[config.mk]
export PLATFORM = sky130hd
export DESIGN_NAME = frame_reception
export DESIGN_NICKNAME = d
export VERILOG_FILES = /design/src/rtl/eth_frame_pkg.sv /design/src/rtl/crc32_byte.sv /design/src/rtl/frame_reception.sv
export SDC_FILE = /design/constraint.sdc
export NUM_CORES = 1
export LEC_CHECK = 0
export BUFFER_PORTS_ARGS = -buffer_cell sky130_fd_sc_hd__buf_4
export CORE_UTILIZATION = 50
export DETAILED_ROUTE_END_ITERATION = 12
export PLACE_DENSITY = 0.7
export SYNTH_ARGS = -nofsm -noshare
export SYNTH_HDL_FRONTEND = slang
export SYNTH_HIERARCHICAL = 1
export SYNTH_SLANG_ARGS = --single-unit
[constraint.sdc]
create_clock -name clk -period 6.6 [get_ports clk]
set_input_delay 1.32 -clock clk [delete_from_list [all_inputs] [get_ports clk]]
set_output_delay 1.32 -clock clk [all_outputs]
set_load 0.005 [all_outputs]
[src/rtl/eth_frame_pkg.sv]
// Shared Ethernet framing constants, FSM encoding and the byte-wise CRC-32 step,
// common to the receive and transmit paths.
package eth_frame_pkg;

    localparam logic [3:0] STATE_IDLE      = 4'h0;
    localparam logic [3:0] STATE_PREAMBLE  = 4'h1;
    localparam logic [3:0] STATE_DEST_ADDR = 4'h2;
    localparam logic [3:0] STATE_SRC_ADDR  = 4'h3;
    localparam logic [3:0] STATE_ETH_TYPE  = 4'h4;
    localparam logic [3:0] STATE_PAYLOAD   = 4'h5;
    localparam logic [3:0] STATE_CRC       = 4'h6;
    localparam logic [3:0] STATE_WAIT_IDLE = 4'h7;

    typedef enum logic [3:0] {
        S_IDLE      = STATE_IDLE,
        S_PREAMBLE  = STATE_PREAMBLE,
        S_DEST_ADDR = STATE_DEST_ADDR,
        S_SRC_ADDR  = STATE_SRC_ADDR,
        S_ETH_TYPE  = STATE_ETH_TYPE,
        S_PAYLOAD   = STATE_PAYLOAD,
        S_CRC       = STATE_CRC,
        S_WAIT_IDLE = STATE_WAIT_IDLE
    } rx_state_t;

    localparam logic [7:0]  PREAMBLE_BYTE = 8'hAA;
    localparam logic [7:0]  SFD_BYTE      = 8'hAB;
    localparam logic [2:0]  PREAMBLE_MIN  = 3'd7;

    localparam logic [2:0]  DEST_LEN    = 3'd6;
    localparam logic [2:0]  SRC_LEN     = 3'd6;
    localparam logic [2:0]  TYPE_LEN    = 3'd2;
    localparam logic [2:0]  PAYLOAD_LEN = 3'd4;
    localparam logic [2:0]  CRC_LEN     = 3'd4;

    localparam logic [31:0] CRC_POLY   = 32'h04C11DB7;
    localparam logic [31:0] CRC_INIT   = 32'hFFFFFFFF;
    localparam logic [47:0] BCAST_ADDR = 48'hFFFF_FFFF_FFFF;

    // MSB-first CRC-32 over one byte, no reflection, no final XOR.
    function automatic logic [31:0] crc32_update(input logic [31:0] crc, input logic [7:0] data);
        logic [31:0] c;
        c = crc ^ {data, 24'h0};
        for (int i = 0; i < 8; i++) begin
            c = c[31] ? ({c[30:0], 1'b0} ^ CRC_POLY) : {c[30:0], 1'b0};
        end
        return c;
    endfunction

endpackage

[src/rtl/crc32_byte.sv]
// Registered byte-serial CRC-32 engine; init has priority over en.
module crc32_byte
    import eth_frame_pkg::*;
(
    input  logic        clk,
    input  logic        rst_n,
    input  logic        init,
    input  logic        en,
    input  logic [7:0]  data,
    output logic [31:0] crc
);

    always_ff @(posedge clk or negedge rst_n) begin
        if (!rst_n) begin
            crc <= CRC_INIT;
        end else if (init) begin
            crc <= CRC_INIT;
        end else if (en) begin
            crc <= crc32_update(crc, data);
        end
    end

endmodule

[src/rtl/frame_reception.sv]
// Byte-wide Ethernet frame receiver: preamble/SFD hunt, header and payload parse, CRC-32 check.
// Optional destination filtering is enabled by defining FRAME_RX_ADDR_FILTER_EN.
module frame_reception
    import eth_frame_pkg::*;
#(
    parameter logic [47:0] MAC_ADDR = 48'h02_00_00_00_00_01
) (
    input  logic        clk,
    input  logic        rst_n,
    input  logic [7:0]  rx_data,
    input  logic        rx_dv,
    output logic [47:0] dest_addr,
    output logic [47:0] src_addr,
    output logic [15:0] eth_type,
    output logic [31:0] data_out,
    output logic        rx_valid,
    output logic        crc_err,
    output logic        frame_err,
    output logic        busy,
    output logic [3:0]  state
);

    rx_state_t   state_q, state_d;
    logic [7:0]  rx_data_q;
    logic        rx_dv_q;
    logic [2:0]  pre_cnt_q, pre_cnt_d;
    logic [2:0]  byte_cnt_q, byte_cnt_d;
    logic [47:0] dest_sh_q, dest_sh_d;
    logic [47:0] src_sh_q, src_sh_d;
    logic [15:0] type_sh_q, type_sh_d;
    logic [31:0] pay_sh_q, pay_sh_d;
    logic [23:0] rx_crc_q, rx_crc_d;
    logic        rx_valid_d, crc_err_d, frame_err_d;
    logic        crc_init, crc_en;
    logic [31:0] crc_calc;
    logic        in_frame;
    logic [47:0] dest_full;
    logic        addr_match, addr_ok;

    crc32_byte u_crc (
        .clk   (clk),
        .rst_n (rst_n),
        .init  (crc_init),
        .en    (crc_en),
        .data  (rx_data_q),
        .crc   (crc_calc)
    );

    assign dest_full  = {dest_sh_q[39:0], rx_data_q};
    assign addr_match = (dest_full == MAC_ADDR) || (dest_full == BCAST_ADDR);
`ifdef FRAME_RX_ADDR_FILTER_EN
    assign addr_ok = addr_match;
`else
    // No filtering: every destination is accepted.
    assign addr_ok = 1'b1 | addr_match;
`endif

    assign in_frame = (state_q == S_DEST_ADDR) || (state_q == S_SRC_ADDR) ||
                      (state_q == S_ETH_TYPE)  || (state_q == S_PAYLOAD)  ||
                      (state_q == S_CRC);
    assign state = state_q;

    always_comb begin
        state_d     = state_q;
        pre_cnt_d   = pre_cnt_q;
        byte_cnt_d  = byte_cnt_q;
        dest_sh_d   = dest_sh_q;
        src_sh_d    = src_sh_q;
        type_sh_d   = type_sh_q;
        pay_sh_d    = pay_sh_q;
        rx_crc_d    = rx_crc_q;
        rx_valid_d  = 1'b0;
        crc_err_d   = 1'b0;
        frame_err_d = 1'b0;
        crc_init    = 1'b0;
        crc_en      = 1'b0;

        if (in_frame && !rx_dv_q) begin
            // Truncated frame: report it and rearm for the next preamble.
            frame_err_d = 1'b1;
            crc_init    = 1'b1;
            byte_cnt_d  = 3'd0;
            pre_cnt_d   = 3'd0;
            state_d     = S_IDLE;
        end else begin
            case (state_q)
                S_IDLE: begin
                    pre_cnt_d  = 3'd0;
                    byte_cnt_d = 3'd0;
                    if (rx_dv_q && rx_data_q == PREAMBLE_BYTE) begin
                        pre_cnt_d = 3'd1;
                        state_d   = S_PREAMBLE;
                    end
                end
                S_PREAMBLE: begin
                    if (!rx_dv_q) begin
                        state_d = S_IDLE;
                    end else if (rx_data_q == PREAMBLE_BYTE) begin
                        if (pre_cnt_q != 3'd7) pre_cnt_d = pre_cnt_q + 3'd1;
                    end else if (rx_data_q == SFD_BYTE && pre_cnt_q >= PREAMBLE_MIN) begin
                        byte_cnt_d = 3'd0;
                        crc_init   = 1'b1;
                        state_d    = S_DEST_ADDR;
                    end else begin
                        state_d = S_WAIT_IDLE;
                    end
                end
                S_DEST_ADDR: begin
                    dest_sh_d = dest_full;
                    if (byte_cnt_q == DEST_LEN - 3'd1) begin
                        byte_cnt_d = 3'd0;
                        state_d    = addr_ok ? S_SRC_ADDR : S_WAIT_IDLE;
                    end else begin
                        byte_cnt_d = byte_cnt_q + 3'd1;
                    end
                end
                S_SRC_ADDR: begin
                    src_sh_d = {src_sh_q[39:0], rx_data_q};
                    if (byte_cnt_q == SRC_LEN - 3'd1) begin
                        byte_cnt_d = 3'd0;
                        state_d    = S_ETH_TYPE;
                    end else begin
                        byte_cnt_d = byte_cnt_q + 3'd1;
                    end
                end
                S_ETH_TYPE: begin
                    type_sh_d = {type_sh_q[7:0], rx_data_q};
                    if (byte_cnt_q == TYPE_LEN - 3'd1) begin
                        byte_cnt_d = 3'd0;
                        state_d    = S_PAYLOAD;
                    end else begin
                        byte_cnt_d = byte_cnt_q + 3'd1;
                    end
                end
                S_PAYLOAD: begin
                    pay_sh_d = {pay_sh_q[23:0], rx_data_q};
                    crc_en   = 1'b1;
                    if (byte_cnt_q == PAYLOAD_LEN - 3'd1) begin
                        byte_cnt_d = 3'd0;
                        state_d    = S_CRC;
                    end else begin
                        byte_cnt_d = byte_cnt_q + 3'd1;
                    end
                end
                S_CRC: begin
                    rx_crc_d = {rx_crc_q[15:0], rx_data_q};
                    if (byte_cnt_q == CRC_LEN - 3'd1) begin
                        // The last CRC byte is compared straight from the input register.
                        if ({rx_crc_q, rx_data_q} == crc_calc) rx_valid_d = 1'b1;
                        else                                   crc_err_d  = 1'b1;
                        byte_cnt_d = 3'd0;
                        state_d    = S_WAIT_IDLE;
                    end else begin
                        byte_cnt_d = byte_cnt_q + 3'd1;
                    end
                end
                S_WAIT_IDLE: begin
                    if (!rx_dv_q) state_d = S_IDLE;
                end
                default: state_d = S_IDLE;
            endcase
        end
    end

    always_ff @(posedge clk or negedge rst_n) begin
        if (!rst_n) begin
            state_q    <= S_IDLE;
            rx_data_q  <= 8'h00;
            rx_dv_q    <= 1'b0;
            pre_cnt_q  <= 3'd0;
            byte_cnt_q <= 3'd0;
            dest_sh_q  <= 48'h0;
            src_sh_q   <= 48'h0;
            type_sh_q  <= 16'h0;
            pay_sh_q   <= 32'h0;
            rx_crc_q   <= 24'h0;
            dest_addr  <= 48'h0;
            src_addr   <= 48'h0;
            eth_type   <= 16'h0;
            data_out   <= 32'h0;
            rx_valid   <= 1'b0;
            crc_err    <= 1'b0;
            frame_err  <= 1'b0;
            busy       <= 1'b0;
        end else begin
            state_q    <= state_d;
            rx_data_q  <= rx_data;
            rx_dv_q    <= rx_dv;
            pre_cnt_q  <= pre_cnt_d;
            byte_cnt_q <= byte_cnt_d;
            dest_sh_q  <= dest_sh_d;
            src_sh_q   <= src_sh_d;
            type_sh_q  <= type_sh_d;
            pay_sh_q   <= pay_sh_d;
            rx_crc_q   <= rx_crc_d;
            rx_valid   <= rx_valid_d;
            crc_err    <= crc_err_d;
            frame_err  <= frame_err_d;
            busy       <= (state_d != S_IDLE);
            // Visible fields only ever show a frame that passed its CRC.
            if (rx_valid_d) begin
                dest_addr <= dest_sh_q;
                src_addr  <= src_sh_q;
                eth_type  <= type_sh_q;
                data_out  <= pay_sh_q;
            end
        end
    end

endmodule
==> flow_metrics.env, run 1 <==
export IMPL_syn_nets=1028
export IMPL_h_tree_depth=2
export IMPL_drt_iter0_drc=672
export IMPL_fin_area_mm2=0.0179
export IMPL_viasPerCell=5.31
export IMPL_cp_max_fo=143
export IMPL_status="completed"
export IMPL_fmax_ghz=0.281
export IMPL_critical_path_class="flop to flop"
export IMPL_die_area_mm2=0.0311
export IMPL_cts_resized=0
export IMPL_cts_tree="yes"
export IMPL_grt_first_pass_wirelength_mm=48.0
export IMPL_dpl_hpwl_mm=18.6
export IMPL_ir_drop_mv=0.164
export IMPL_hold_viol_final=0
export IMPL_grt_usage_pct=19.6
export IMPL_die_y_um=176
export IMPL_ys_flop_type="dfrtp_1"
export IMPL_finalSetupViolCount=0
export IMPL_core_area_mm2=0.0298
export IMPL_final_cells=1589
export IMPL_synth_area_leader_cell="dfrtp_1"
export IMPL_drcViolationCount=0
export IMPL_ios=163
export IMPL_r2r_slack_ns=3.04
export IMPL_cts_buffer_depth=3
export IMPL_ys_seq_area_share_pct=60.7
export IMPL_cp_start_kind="flop"
export IMPL_dpl_cell_area_mm2=0.0167
export IMPL_postRouteWirelength_mm=29.6
export IMPL_maxCapViolCount=0
export IMPL_path_clk_slew_ns=0.06
export IMPL_clock_sinks=367
export IMPL_worstSetupEndpointType="flop"
export IMPL_vias=8435
export IMPL_syn_area_mm2=0.0152
export IMPL_die_w_um=176
export IMPL_synth_warnings=6
export IMPL_drive_above_1_share_pct=45.3
export IMPL_min_period_over_period_pct=53.9
export IMPL_place_port_buffers=162
export IMPL_row_count=63
export IMPL_rsz0062_at_grt="false"
export IMPL_synth_top_area_share_pct=55.2
export IMPL_utilization_pct=60.2
export IMPL_r2r_start="rx_data_q[5]$_DFF_PN0_"
export IMPL_synth_cell_types=62
export IMPL_syn_to_final_growth_pct=18.0
export IMPL_worstPathArrival_ns=3.96
export IMPL_cts_inserted_buffers=39
export IMPL_detail_route_antenna_nets=0
export IMPL_synthArstFlopShare_pct=100
export IMPL_holdWs_ns=0.482
export IMPL_cts_hold_buffers=0
export IMPL_power_leakage_nw=9.34
export IMPL_start_util_pct=51.0
export IMPL_synth_area_leaders="dfrtp_1 (55%), mux2_2 (19%), dfstp_2 (5.5%)"
export IMPL_synth_edff_count=0
export IMPL_synth_commonest_cells="dfrtp_1 (335), mux2_2 (263), mux2_1 (49), xor2_1 (49), xnor2_1 (45)"
export IMPL_antenna_found_initial=0
export IMPL_drv_slew=0
export IMPL_grt_pass1_vias=8652
export IMPL_cts_setup_buffers=0
export IMPL_nets=1190
export IMPL_diodes=0
export IMPL_worstPathRequired_ns=7.00
export IMPL_clockRootBuffer="clkbuf_16"
export IMPL_power_per_cell_area_mw_per_mm2=251
export IMPL_worst_slew_pin_slew_ns=1.06
export IMPL_hold_end="dest_addr[27]$_DFFE_PN0P_"
export IMPL_drt_pass1_iter_count=4
export IMPL_hp_class="flop to flop"
export IMPL_synth_seq_cells=367
export IMPL_setup_tns_final_ns=0
export IMPL_power_mw=4.51
export IMPL_place_congestion=0.796
export IMPL_reg2reg_to="eth_type[0]$_DFFE_PN0P_"
export IMPL_synthCells=1011
export IMPL_grt_max_degree=189
export IMPL_dp_cells=1522
export IMPL_worst_r2r_path_depth=6
export IMPL_post_place_ws_ns=3.06
export IMPL_fin_ws_ns=3.04
export IMPL_clk_latency_ns=0.52
export IMPL_slew_limit_headroom_pct=29.3
export IMPL_finClkSkew_ns=0.0129
export IMPL_holdCritStartpoint="dest_addr[27]$_DFFE_PN0P_"
export IMPL_wl_per_cell_um=18.7
export IMPL_avgSynthCellArea_um2=15.0
export IMPL_min_period_ns=3.56
export IMPL_synth_most_common_cell="dfrtp_1"
export IMPL_overflow=0
export IMPL_holdPathStages=1
## placed cells by master (no fill, tap or decap), types with 12 or more instances in the layout
cell type,netlist,routed
clkbuf_1,22,12
dfstp_2,32,32
mux2_2,263,263
dfrtp_1,335,335
a21oi_1,16,16
nor2_1,27,26
xnor2_1,45,45
o21ai_0,15,15
nand2_1,12,12
buf_4,10,170
xor2_1,49,49
a211o_1,14,14
clkbuf_16,0,39
mux2_1,49,49
## state kept, by name, summed over array words and instances (netlist names), 3 cells and up
name / cells
state: 4
src_addr: 48
rx_crc_q: 24
rx_data_q: 8
dest_sh_q: 48
pre_cnt_q: 3
dest_addr: 48
type_sh_q: 16
data_out: 32
src_sh_q: 48
pay_sh_q: 32
u_crc/crc: 32
byte_cnt_q: 3
eth_type: 16
## cells by family after synthesis
kind of cell	Yosys count	synth area share, %
xor gates and xnor gates	106	7.02
DFF	367	60.7
buffers and inverters	60	2.27
adders and majority gates	6	0.494
AOI/OAI and AO/OA	64	2.87
other	1	0.0247
and+or+nand+nor	94	3.43
muxes	313	23.2
## layer usage
metal / vias up / track usage [%] / routed length [um]
li1: 3891 / - / -
met1: 4320 / 28.8 / 14000
met2: 180 / 30.0 / 13600
met3: 44 / 3.53 / 1400
met4: 0 / 5.18 / 605
met5: - / 0 / 0
## worst max-delay path, cell delays in order (launching register included)
cell	delay [ns]
dfrtp_1	0.75
xor2_1	0.14
nor4_1	0.54
nand4_1	0.26
nor4_2	0.50
buf_12	0.53
mux2_2	0.42
## layout make-up
type | count | area [um2]
Sequential cell | 367 | 9220
Clock inverter | 7 | 77.6
Tap cell | 390 | 488
Multi-Input combinational cell | 584 | 5640
Clock buffer | 60 | 1140
Inverter | 8 | 30.0
Timing Repair Buffer | 173 | 1330
Fill cell | 2373 | 11900
## worst max path at each step
stage                     cells past startpoint                         to                   start  slack (ns)
after global routing                          6  u_crc/crc[27]$_DFFE_PN1P_      state[2]$_DFF_PN0_        2.75
after global placement                        6  u_crc/crc[27]$_DFFE_PN1P_      state[2]$_DFF_PN0_        3.06
after detailed placement                      6   data_out[31]$_DFFE_PN0P_  rx_data_q[5]$_DFF_PN0_        3.06
after floorplan                               9  u_crc/crc[31]$_DFFE_PN1P_      state[3]$_DFF_PN0_        3.96
final                                         6    eth_type[0]$_DFFE_PN0P_  rx_data_q[5]$_DFF_PN0_        3.04
after CTS                                     6    eth_type[4]$_DFFE_PN0P_  rx_data_q[5]$_DFF_PN0_        3.04
## power breakdown
| group | internal (mW) | total, mW | switching (mW) | leakage [nW] |
|---|---|---|---|---|
| registers | 2.26 | 2.27 | 0.0132 | 4.99 |
| logic | 0.0549 | 0.149 | 0.0945 | 3.75 |
| clock network | 1.23 | 2.09 | 0.854 | 0.601 |
Note: power is estimated with default switching activity, not from simulation.
==> inputs of run 2 (changes only) <==
- ABC_AREA: not set -> 1
- PLACE_DENSITY: 0.7 -> 0.69
- clock period: 6.6 -> 3.5 ns (I/O delays scaled with it)
==> run 2 against run 1 <==
  * Synthesized cell count up 83%
  * Sequential power grew 90%
  * Final area increased by 7.7%
  * Global-route usage rose by 6.1 points
  * Non-clock buffer count is 14 higher
  * Flip-flop and latch count stayed put
  * Critical endpoint is now u_crc/crc[8]$_DFFE_PN1P_
  * Largest cell class unchanged
  * Largest power group is now the clock network
  * Highest routed layer unchanged
==> flow_metrics.env, run 2 <==
export IMPL_nets=1996
export IMPL_path_clk_slew_ns=0.06
export IMPL_cp_start_kind="flop"
export IMPL_die_y_um=183
export IMPL_drt_iter0_drc=1023
export IMPL_hp_class="primary input to async pin"
export IMPL_cts_inserted_buffers=39
export IMPL_grt_usage_pct=25.7
export IMPL_synth_warnings=6
export IMPL_detail_route_antenna_nets=0
export IMPL_fmax_ghz=0.352
export IMPL_die_w_um=183
export IMPL_wl_met1_mm=18.5
export IMPL_row_count=65
export IMPL_maxCapViolCount=0
export IMPL_synth_area_leaders="dfrtp_1 (51%), nand2_1 (16%), nand4_1 (5.8%)"
export IMPL_syn_nets=1866
export IMPL_synth_area_leader_cell="dfrtp_1"
export IMPL_synth_edff_count=0
export IMPL_status="completed"
export IMPL_route_met3_wl_mm=2.18
export IMPL_dpl_hpwl_mm=28.3
export IMPL_finalSetupViolCount=0
export IMPL_worstPathRequired_ns=3.95
export IMPL_avgSynthCellArea_um2=8.83
export IMPL_place_congestion=0.955
export IMPL_synth_cell_types=33
export IMPL_ys_flop_type="dfrtp_1"
export IMPL_cts_buffer_depth=3
export IMPL_cts_tree="yes"
export IMPL_vias=13000
export IMPL_clock_sinks=367
export IMPL_h_tree_depth=2
export IMPL_syn_area_mm2=0.0163
export IMPL_clockRootBuffer="clkbuf_16"
export IMPL_grt_first_pass_wirelength_mm=68.1
export IMPL_syn_to_final_growth_pct=18.4
export IMPL_antenna_found_initial=0
export IMPL_cts_resized=0
export IMPL_critical_path_class="flop to flop"
export IMPL_hold_viol_final=0
export IMPL_clk_latency_ns=0.53
export IMPL_viasPerCell=5.34
export IMPL_overflow=0
export IMPL_power_per_cell_area_mw_per_mm2=473
export IMPL_ir_drop_mv=0.327
export IMPL_worstPathArrival_ns=3.29
export IMPL_min_period_over_period_pct=81.1
export IMPL_rsz0062_at_grt="false"
export IMPL_highest_layer="met4"
export IMPL_dr_wl_met2_mm=19.8
export IMPL_core_area_mm2=0.0318
export IMPL_grt_pass1_vias=12700
export IMPL_cp_max_fo=23
export IMPL_postRouteWirelength_mm=42.2
export IMPL_setup_tns_final_ns=0
export IMPL_place_port_buffers=162
export IMPL_dpl_cell_area_mm2=0.0179
export IMPL_wl_per_cell_um=17.3
export IMPL_worst_r2r_path_depth=14
export IMPL_drt_pass1_iter_count=5
export IMPL_die_area_mm2=0.0334
export IMPL_holdWs_ns=0.164
export IMPL_synthCells=1849
export IMPL_power_leakage_nw=10.5
export IMPL_synth_most_common_cell="nand2_1"
export IMPL_worstSetupEndpointType="flop"
export IMPL_worst_slew_pin_slew_ns=1.15
export IMPL_drive_above_1_share_pct=19.0
export IMPL_synth_top_area_share_pct=51.4
export IMPL_min_period_ns=2.84
export IMPL_ios=163
export IMPL_fin_area_mm2=0.0193
export IMPL_drcViolationCount=0
export IMPL_cts_setup_buffers=0
export IMPL_synth_commonest_cells="nand2_1 (692), dfrtp_1 (335), nand4_1 (151)"
export IMPL_slew_limit_headroom_pct=23.3
export IMPL_grt_max_degree=109
export IMPL_finClkSkew_ns=0.0170
export IMPL_synth_seq_cells=367
export IMPL_ys_seq_area_share_pct=56.5
export IMPL_cts_hold_buffers=0
export IMPL_drv_slew=0
export IMPL_diodes=0
export IMPL_synthArstFlopShare_pct=100
export IMPL_layout_common_cells="nand2_1 (690), dfrtp_1 (335), buf_4 (177), nand4_1 (151), inv_1 (133)"
export IMPL_final_common_cell="nand2_1"
export IMPL_start_util_pct=51.3
## run 2: cell types whose count changed after synthesis, moves of 19 or more
cell | before | now
a21oi_1 | 16 | 39
nand3_1 | 2 | 55
buf_2 | 8 | 41
nor2_1 | 27 | 75
o21ai_0 | 15 | 77
inv_1 | 7 | 133
nand2_2 | 0 | 19
nand4_1 | 4 | 151
clkbuf_1 | 22 | 42
xor2_1 | 49 | 14
nand2_1 | 12 | 692
mux2_1 | 49 | 0
mux2_2 | 263 | 55
xnor2_1 | 45 | 24
## run 2: logic make-up after synthesis
| kind of cell | count (synthesis) | share of synthesized area, % |
|---|---|---|
| adder cells (fa/ha/maj) | 6 | 0.460 |
| AND/OR/NAND/NOR | 1004 | 26.5 |
| other | 1 | 0.0230 |
| XOR/XNOR | 38 | 2.04 |
| AO/OA/AOI/OAI | 139 | 4.45 |
| buffers and inverters | 239 | 6.25 |
| flip-flops | 367 | 56.5 |
| multiplexers | 55 | 3.80 |
## run 2: final timing paths
| path | end | start | slack [ns] |
|---|---|---|---|
| min in group clk | rx_data_q[2]$_DFF_PN0_ | rx_data[2] | 0.29 |
| max in group asynchronous | byte_cnt_q[0]$_DFFE_PN0P_ | rst_n | 2.40 |
| min | src_addr[29]$_DFFE_PN0P_ | rst_n | 0.16 |
| min reg2reg | dest_addr[12]$_DFFE_PN0P_ | dest_addr[12]$_DFFE_PN0P_ | 0.47 |
| max | u_crc/crc[8]$_DFFE_PN1P_ | pre_cnt_q[0]$_DFFE_PN0P_ | 0.66 |
| max reg2reg | u_crc/crc[8]$_DFFE_PN1P_ | pre_cnt_q[0]$_DFFE_PN0P_ | 0.66 |
## run 2: per-layer routing
layer  up-vias  global-route usage, %
met4         0                   10.7
li1       6246                      -
met1      6325                   35.0
met5         -                      0
met3        90                   3.71
met2       363                   41.4
## run 2: stage by stage
| stage | utilization (%) | setup WS (ns) | std cells | total power [mW] |
|---|---|---|---|---|
| after global placement | 56.4 | 0.786 | 2373 | 4.82 |
| final | 60.8 | 0.661 | 2441 | 9.14 |
| after global routing | 60.8 | 0.423 | 2441 | 9.45 |
| after CTS | 60.8 | 0.718 | 2441 | 9.22 |
| after floorplan | - | 1.51 | 1849 | 4.61 |
| after detailed placement | 56.4 | 0.732 | 2373 | 4.82 |
## run 2: area by class of cell
cell class / count / area [um2]
multi-input combinational: 1243 / 6110
clock buffer: 49 / 1110
timing repair buffer: 187 / 1520
fill: 2712 / 12500
tap: 435 / 544
sequential: 367 / 9220
inverter: 141 / 532
clock inverter: 19 / 273
## run 2: worst max-delay path: stages (launching register included)
cell      delay (ns)
dfrtp_1         0.42
ha_1            0.22
ha_1            0.21
inv_1           0.11
nand2_1         0.06
nand3_1         0.13
inv_1           0.06
nand2_1         0.06
nand2_1         0.14
inv_1           0.09
nand2_1         0.13
inv_1           0.66
nand3_1         0.24
o21bai_1        0.19
nor2_1          0.05
## run 2: where the power goes
group | switching, mW | internal [mW]
logic | 0.317 | 0.111
clock network | 1.69 | 2.70
registers | 0.0371 | 4.28
total | 2.04 | 7.10
